File: config.mk
export PLATFORM = sky130hd
export DESIGN_NAME = vector_issue_queue_flat
export DESIGN_NICKNAME = d
export VERILOG_FILES = /design/src/rtl/vector_issue_queue_if.sv /design/src/rtl/vector_issue_queue.sv /design/src/flat_wrapper.sv
export SDC_FILE = /design/constraint.sdc
export NUM_CORES = 1
export LEC_CHECK = 0
export ABC_CLOCK_PERIOD_IN_PS = 4300
export BUFFER_PORTS_ARGS = -buffer_cell sky130_fd_sc_hd__clkbuf_2
export CAP_MARGIN = 25
export CORE_MARGIN = 3
export CORE_UTILIZATION = 46
export CTS_CLUSTER_DIAMETER = 100
export DETAILED_ROUTE_END_ITERATION = 6
export HOLD_SLACK_MARGIN = 0.02
export PLACE_DENSITY_LB_ADDON = 0.08
export REMOVE_ABC_BUFFERS = 1
export SLEW_MARGIN = 20
export SYNTH_ARGS = -nofsm -noshare
export SYNTH_HDL_FRONTEND = slang
export SYNTH_SLANG_ARGS = --single-unit
File: constraint.sdc
create_clock -name clk -period 4.3 [get_ports clk]
set_input_delay 0.645 -clock clk [delete_from_list [all_inputs] [get_ports clk]]
set_output_delay 0.645 -clock clk [all_outputs]
set_load 0.01 [all_outputs]
File: src/rtl/vector_issue_queue_if.sv
// vector_issue_queue_if: dispatch/issue bundle between scalar core, issue queue and vector scoreboard.
interface vector_issue_queue_if #(
    parameter int DEPTH            = 4,
    parameter int DATA_FROM_SCALAR = 96,
    parameter int INSTRUCTION_BITS = 32
);
    logic                                valid_in;
    logic [DATA_FROM_SCALAR-1:0]         data_in;
    logic                                ready_out;
    logic                                flush;
    logic                                valid_fifo;
    logic [DATA_FROM_SCALAR-1:0]         instruction_to_issue;
    logic                                pop_data;
    logic [$clog2(DEPTH+1)-1:0]          occupancy;
    logic                                overflow_err;
    logic                                underflow_err;
    logic [INSTRUCTION_BITS-1:0]         head_instruction;
    // Instruction field of the head packet, for the scoreboard decoder.
    assign head_instruction = instruction_to_issue[DATA_FROM_SCALAR-1 -: INSTRUCTION_BITS];
    modport master (
        output valid_in, data_in, flush, pop_data,
        input  ready_out, valid_fifo, instruction_to_issue, occupancy,
               overflow_err, underflow_err, head_instruction
    );
    modport slave (
        input  valid_in, data_in, flush, pop_data,
        output ready_out, valid_fifo, instruction_to_issue, occupancy,
               overflow_err, underflow_err
    );
endinterface

File: src/rtl/vector_issue_queue.sv
// vector_issue_queue: circular buffer of scalar dispatch packets feeding the vector scoreboard.
// Define VIQ_BYPASS_EN to forward a packet pushed into an empty queue to the head in the same cycle.
module vector_issue_queue #(
    parameter int DEPTH            = 4,
    parameter int DATA_FROM_SCALAR = 96
) (
    input logic                clk,
    input logic                rst_n,
    vector_issue_queue_if.slave q
);
    localparam int PW = DEPTH > 1 ? $clog2(DEPTH) : 1;
    localparam int OW = $clog2(DEPTH + 1);
    logic [DATA_FROM_SCALAR-1:0] mem [DEPTH];
    logic [PW-1:0] wr_ptr, rd_ptr;
    logic [OW-1:0] occ;
    logic empty, push, wr_en, rd_en;
    function automatic logic [PW-1:0] nxt(input logic [PW-1:0] p);
        return p == PW'(DEPTH - 1) ? '0 : p + 1'b1;
    endfunction
    assign empty       = occ == '0;
    assign q.ready_out = occ != OW'(DEPTH);
    assign q.occupancy = occ;
    assign push        = q.valid_in & q.ready_out;
    assign rd_en       = q.pop_data & ~empty;
`ifdef VIQ_BYPASS_EN
    // An empty-queue push that is popped in the same cycle never touches storage.
    assign q.valid_fifo           = ~empty | q.valid_in;
    assign q.instruction_to_issue = ~empty ? mem[rd_ptr] : q.valid_in ? q.data_in : '0;
    assign wr_en                  = push & ~(empty & q.pop_data);
`else
    assign q.valid_fifo           = ~empty;
    assign q.instruction_to_issue = empty ? '0 : mem[rd_ptr];
    assign wr_en                  = push;
`endif
    always_ff @(posedge clk)
        if (wr_en) mem[wr_ptr] <= q.data_in;
    always_ff @(posedge clk or negedge rst_n) begin
        if (!rst_n) begin
            wr_ptr          <= '0;
            rd_ptr          <= '0;
            occ             <= '0;
            q.overflow_err  <= 1'b0;
            q.underflow_err <= 1'b0;
        end else begin
            if (q.valid_in & ~q.ready_out) q.overflow_err <= 1'b1;
            if (q.pop_data & ~q.valid_fifo) q.underflow_err <= 1'b1;
            if (q.flush) begin
                wr_ptr <= '0;
                rd_ptr <= '0;
                occ    <= '0;
            end else begin
                if (wr_en) wr_ptr <= nxt(wr_ptr);
                if (rd_en) rd_ptr <= nxt(rd_ptr);
                occ <= occ + OW'(wr_en) - OW'(rd_en);
            end
        end
    end
endmodule

File: src/flat_wrapper.sv
// flat-port wrapper written by rule: the top's interface ports become plain ports
module vector_issue_queue_flat 
#(
    parameter int DEPTH            = 4,
    parameter int DATA_FROM_SCALAR = 96
)
  (clk, rst_n, q_valid_in, q_data_in, q_flush, q_pop_data, q_ready_out, q_valid_fifo, q_instruction_to_issue, q_occupancy, q_overflow_err, q_underflow_err);
  vector_issue_queue_if #(.DEPTH(DEPTH), .DATA_FROM_SCALAR(DATA_FROM_SCALAR)) q_i ();
  input logic clk;
  input logic rst_n;
  input wire logic [$bits(q_i.valid_in)-1:0] q_valid_in;
  input wire logic [$bits(q_i.data_in)-1:0] q_data_in;
  input wire logic [$bits(q_i.flush)-1:0] q_flush;
  input wire logic [$bits(q_i.pop_data)-1:0] q_pop_data;
  output wire logic [$bits(q_i.ready_out)-1:0] q_ready_out;
  output wire logic [$bits(q_i.valid_fifo)-1:0] q_valid_fifo;
  output wire logic [$bits(q_i.instruction_to_issue)-1:0] q_instruction_to_issue;
  output wire logic [$bits(q_i.occupancy)-1:0] q_occupancy;
  output wire logic [$bits(q_i.overflow_err)-1:0] q_overflow_err;
  output wire logic [$bits(q_i.underflow_err)-1:0] q_underflow_err;
  assign q_i.valid_in = q_valid_in;
  assign q_i.data_in = q_data_in;
  assign q_i.flush = q_flush;
  assign q_i.pop_data = q_pop_data;
  assign q_ready_out = q_i.ready_out;
  assign q_valid_fifo = q_i.valid_fifo;
  assign q_instruction_to_issue = {>>{q_i.instruction_to_issue}};
  assign q_occupancy = q_i.occupancy;
  assign q_overflow_err = q_i.overflow_err;
  assign q_underflow_err = q_i.underflow_err;
  vector_issue_queue #(.DEPTH(DEPTH), .DATA_FROM_SCALAR(DATA_FROM_SCALAR)) u_core (.clk(clk), .rst_n(rst_n), .q(q_i));
endmodule
==> key figures <==
STA
  • Final Hold Vio Count: 0
  • Final WS setup: between 0.9 and 1 ns
  • TNS Setup: 0 ns
  • Final setup viols: 0
  • Pins Over Slew Limit: 0
  • Final Cycle Share: between 70% and 80%
  • Final min period: 3.303 ns
  • Unrepaired setup endpoints after global routing: no
  • F_max: roughly 300 MHz
  • Clock Skew: between 0.01 and 0.015 ns
  • Slew @ Worst Pin: a little over 0.9 ns
  • Slew Limit Headroom: between 30% and 40%

Global routing
  • Grt total ovfl: 0
  • First-pass GRT wire length: 46.08 mm
  • Total Routing Usage GR: 17.09%
  • Largest net degree at the start of global routing: 58
  • Vias in the first global route: approximately 7.9k
  • Initial antenna violation count: 4

Logic synthesis
  • Ranking of synthesized cells by area: edfxtp_1 (77%), mux4_2 (14%), and2_1 (4.1%)
  • Yosys top cell area share: around three quarters
  • Number of flops mapped to enable cells by yosys: between 300 and 400
  • Post-synthesis cell count: approximately 660
  • Most common cell in the netlist: edfxtp_1
  • Most frequent cells after synthesis: edfxtp_1 (384), and2_1 (98), mux4_2 (96), clkbuf_1 (17), buf_2 (14)
  • Sequential area share after synthesis: between 70% and 80%
  • Mean Syn Cell Area: about 23 um2
  • FFs w/ async S/R, synth: ~2.3%
  • Prevailing post-synth register cell: edfxtp_1
  • Synth area leader: edfxtp_1
  • Cell Area, Synth: about 15000 um2
  • Syn. warnings: 0
  • Synth cell types: 25
  • Synthesis-stage register bit count: just under 400

CTS
  • CTS Buffer Depth: 3
  • Clk_lat worst skew: approximately 0.53 ns
  • Setup Fix Bufs, Post-CTS: 0
  • CTS tree: done
  • H-tree depth: 2
  • CTS Buf Count: around 40
  • Clk slew on worst S/H paths: 0.06 ns
  • CTS resizes: 0
  • CTS root buffer: clkbuf_16
  • Clk sinks: approximately 390

Run
  • Max Cap Violations: 0

Detailed routing
  • DR vias: just over 7k
  • Vias/cell: approximately 5.3
  • WL per Instance: around 22 um
  • DRC Markers: 0
  • Iteration-0 DRC Markers: between 400 and 500
  • Final WL: slightly below 30 mm
  • ANT nets after route: 0
  • Detailed Routing Iterations Pass 1: 4

Worst setup path
  • Worst R2R Path Depth: 10
  • Crit path kind: reg2out
  • Startpoint types: flip-flop
  • Peak fanout along the critical path: 34
  • Critical R2R Launch: u_core.q.occupancy[1]$_DFF_PN0_
  • CP Data Arrival Time: 2.66 ns
  • CP Capture Type: output pin
  • R2R setup slack: around 1.7 ns
  • RR Endpoint: u_core.q.occupancy[2]$_DFF_PN0_
  • Worst EP required: 3.65 ns

Finish
  • Layout fillers: 2497
  • # nets final: approximately 1000
  • P&R area growth vs syn: 19.02%
  • Fin util: a little under three fifths
  • Share of cells above drive strength 1: 40.81%

Floorplan
  • Die Span X: ~190 um
  • Rows: between 60 and 70
  • Die footprint: 34820 um2
  • CORE AREA: roughly 32000 um2
  • IO Count: between 200 and 250
  • Die H: 186.6 um
  • Initial Utilization: between 40 and 50%

Power and ir drop
  • Pleak: roughly 6 nW
  • Maximum vdd drop: around 0.83 mV
  • Pwr Density: about 600 nW/um2

Worst hold path
  • WHS Endpoint: u_core.mem[3][72]$_DFFE_PP_
  • Hold_sp: q_data_in[72]
  • Min-delay worst type: in2reg
  • WHS Path Cells: 1

Placement
  • Port bufs: just over 200
  • RD Place Congestion: 0.7271
  • DP HPWL: between 15 and 20 mm
  • Pre-CTS setup slack: ~1.5 ns

Run status
  • Outcome: finished, final reports clean
stage by stage:
stage / std cells / cell area (um2) / hold WS [ns] / total power [W]
final: 1355 / 17860 / 0.3352 / 0.01075
after global placement: 1277 / 16560 / 0.4605 / 0.007571
after global routing: 1354 / 17860 / 0.3229 / 0.01129
after CTS: 1354 / 17860 / 0.3129 / 0.01094
after detailed placement: 1278 / 16590 / 0.4679 / 0.007651
after floorplan: 628 / 14820 / 0.3494 / 0.006559
layout make-up:
type | instances | area, um2 | area share (%)
clock inverters | 25 | 156.4 | 0.8757
multi-input cells | 227 | 3062 | 17.14
repair buffers | 216 | 1199 | 6.712
clock buffers | 50 | 1102 | 6.172
diodes | 1 | 2.502 | 0.01401
inverters | 8 | 30.03 | 0.1681
well taps | 435 | 544.3 | 3.048
flip-flops and latches | 393 | 11760 | 65.87
where the power goes:
group | internal, W | total [W] | leakage, nW | switching, W
clock network | 0.00189 | 0.00327 | 0.602 | 0.00139
logic | 0.00125 | 0.00266 | 1.88 | 0.00141
registers | 0.00465 | 0.00482 | 3.62 | 0.000178
how the worst max path moves through the flow:
stage / end / slack, ns / start
4_1_cts: q_instruction_to_issue[56] / 0.91 / u_core.rd_ptr[0]$_DFFE_PN0P_
2_1_floorplan: q_instruction_to_issue[0] / -0.98 / u_core.rd_ptr[0]$_DFFE_PN0P_
3_3_place_gp: q_instruction_to_issue[56] / 1.48 / u_core.rd_ptr[0]$_DFFE_PN0P_
5_1_grt: q_instruction_to_issue[56] / 0.81 / u_core.rd_ptr[0]$_DFFE_PN0P_
6_report: q_instruction_to_issue[56] / 1.0 / u_core.rd_ptr[0]$_DFFE_PN0P_
3_5_place_dp: q_instruction_to_issue[23] / 1.48 / u_core.rd_ptr[0]$_DFFE_PN0P_
cells by family (layout without fill, tap and decap cells):
kind of cell,count (synthesis),after routing,synth area share (%)
other,0,1,0
multiplexers,97,97,14.48
AO/OA/AOI/OAI,7,7,0.3168
AND/OR/NAND/NOR,114,114,4.669
adder cells (fa/ha/maj),8,8,0.7171
XOR/XNOR,1,1,0.05838
buffers and inverters,43,299,1.417
flip-flops,393,393,78.35
critical path, stage by stage (launching register included):
cell and delay, ns:
dfrtp_4 0.86, buf_4 0.40, mux4_2 0.55, and2_1 0.19
clkbuf_2 0.13
registers in the layout, summed over array words and instances, names as in the netlist:
name and flops:
u_core.mem 384, u_core.q.occupancy 3, u_core.q.overflow_err 1, u_core.q.underflow_err 1, u_core.rd_ptr 2, u_core.wr_ptr 2
cells in the final DEF (no fill, tap or decap), types with 3 or more instances in the layout:
cell type | synthesis | routed
and2_1 | 98 | 98
and3_4 | 0 | 4
buf_12 | 0 | 5
buf_4 | 0 | 6
clkbuf_1 | 17 | 7
clkbuf_16 | 0 | 43
clkbuf_2 | 0 | 203
clkinv_1 | 0 | 11
clkinv_2 | 0 | 6
clkinvlp_4 | 0 | 5
dfrtp_1 | 9 | 7
edfxtp_1 | 384 | 384
ha_1 | 7 | 7
inv_1 | 8 | 8
mux4_2 | 96 | 96
nor2_1 | 3 | 3
routing by layer:
metal | vias to the layer above | GRT usage [%] | part of all wire [%]
met5 | - | 0 | 0.14
met2 | 193 | 28.03 | 49
met4 | 6 | 4.536 | 1.9
met3 | 52 | 4.490 | 6.1
li1 | 3157 | - | -
met1 | 3716 | 23.03 | 43
timing repair:
item | in CTS | in global routing
endpoints found under the setup margin | 0 | 0
hold buffers | 1 | 0
endpoints found under the hold margin | 9 | 0
Power figures use the tool's default switching activity.
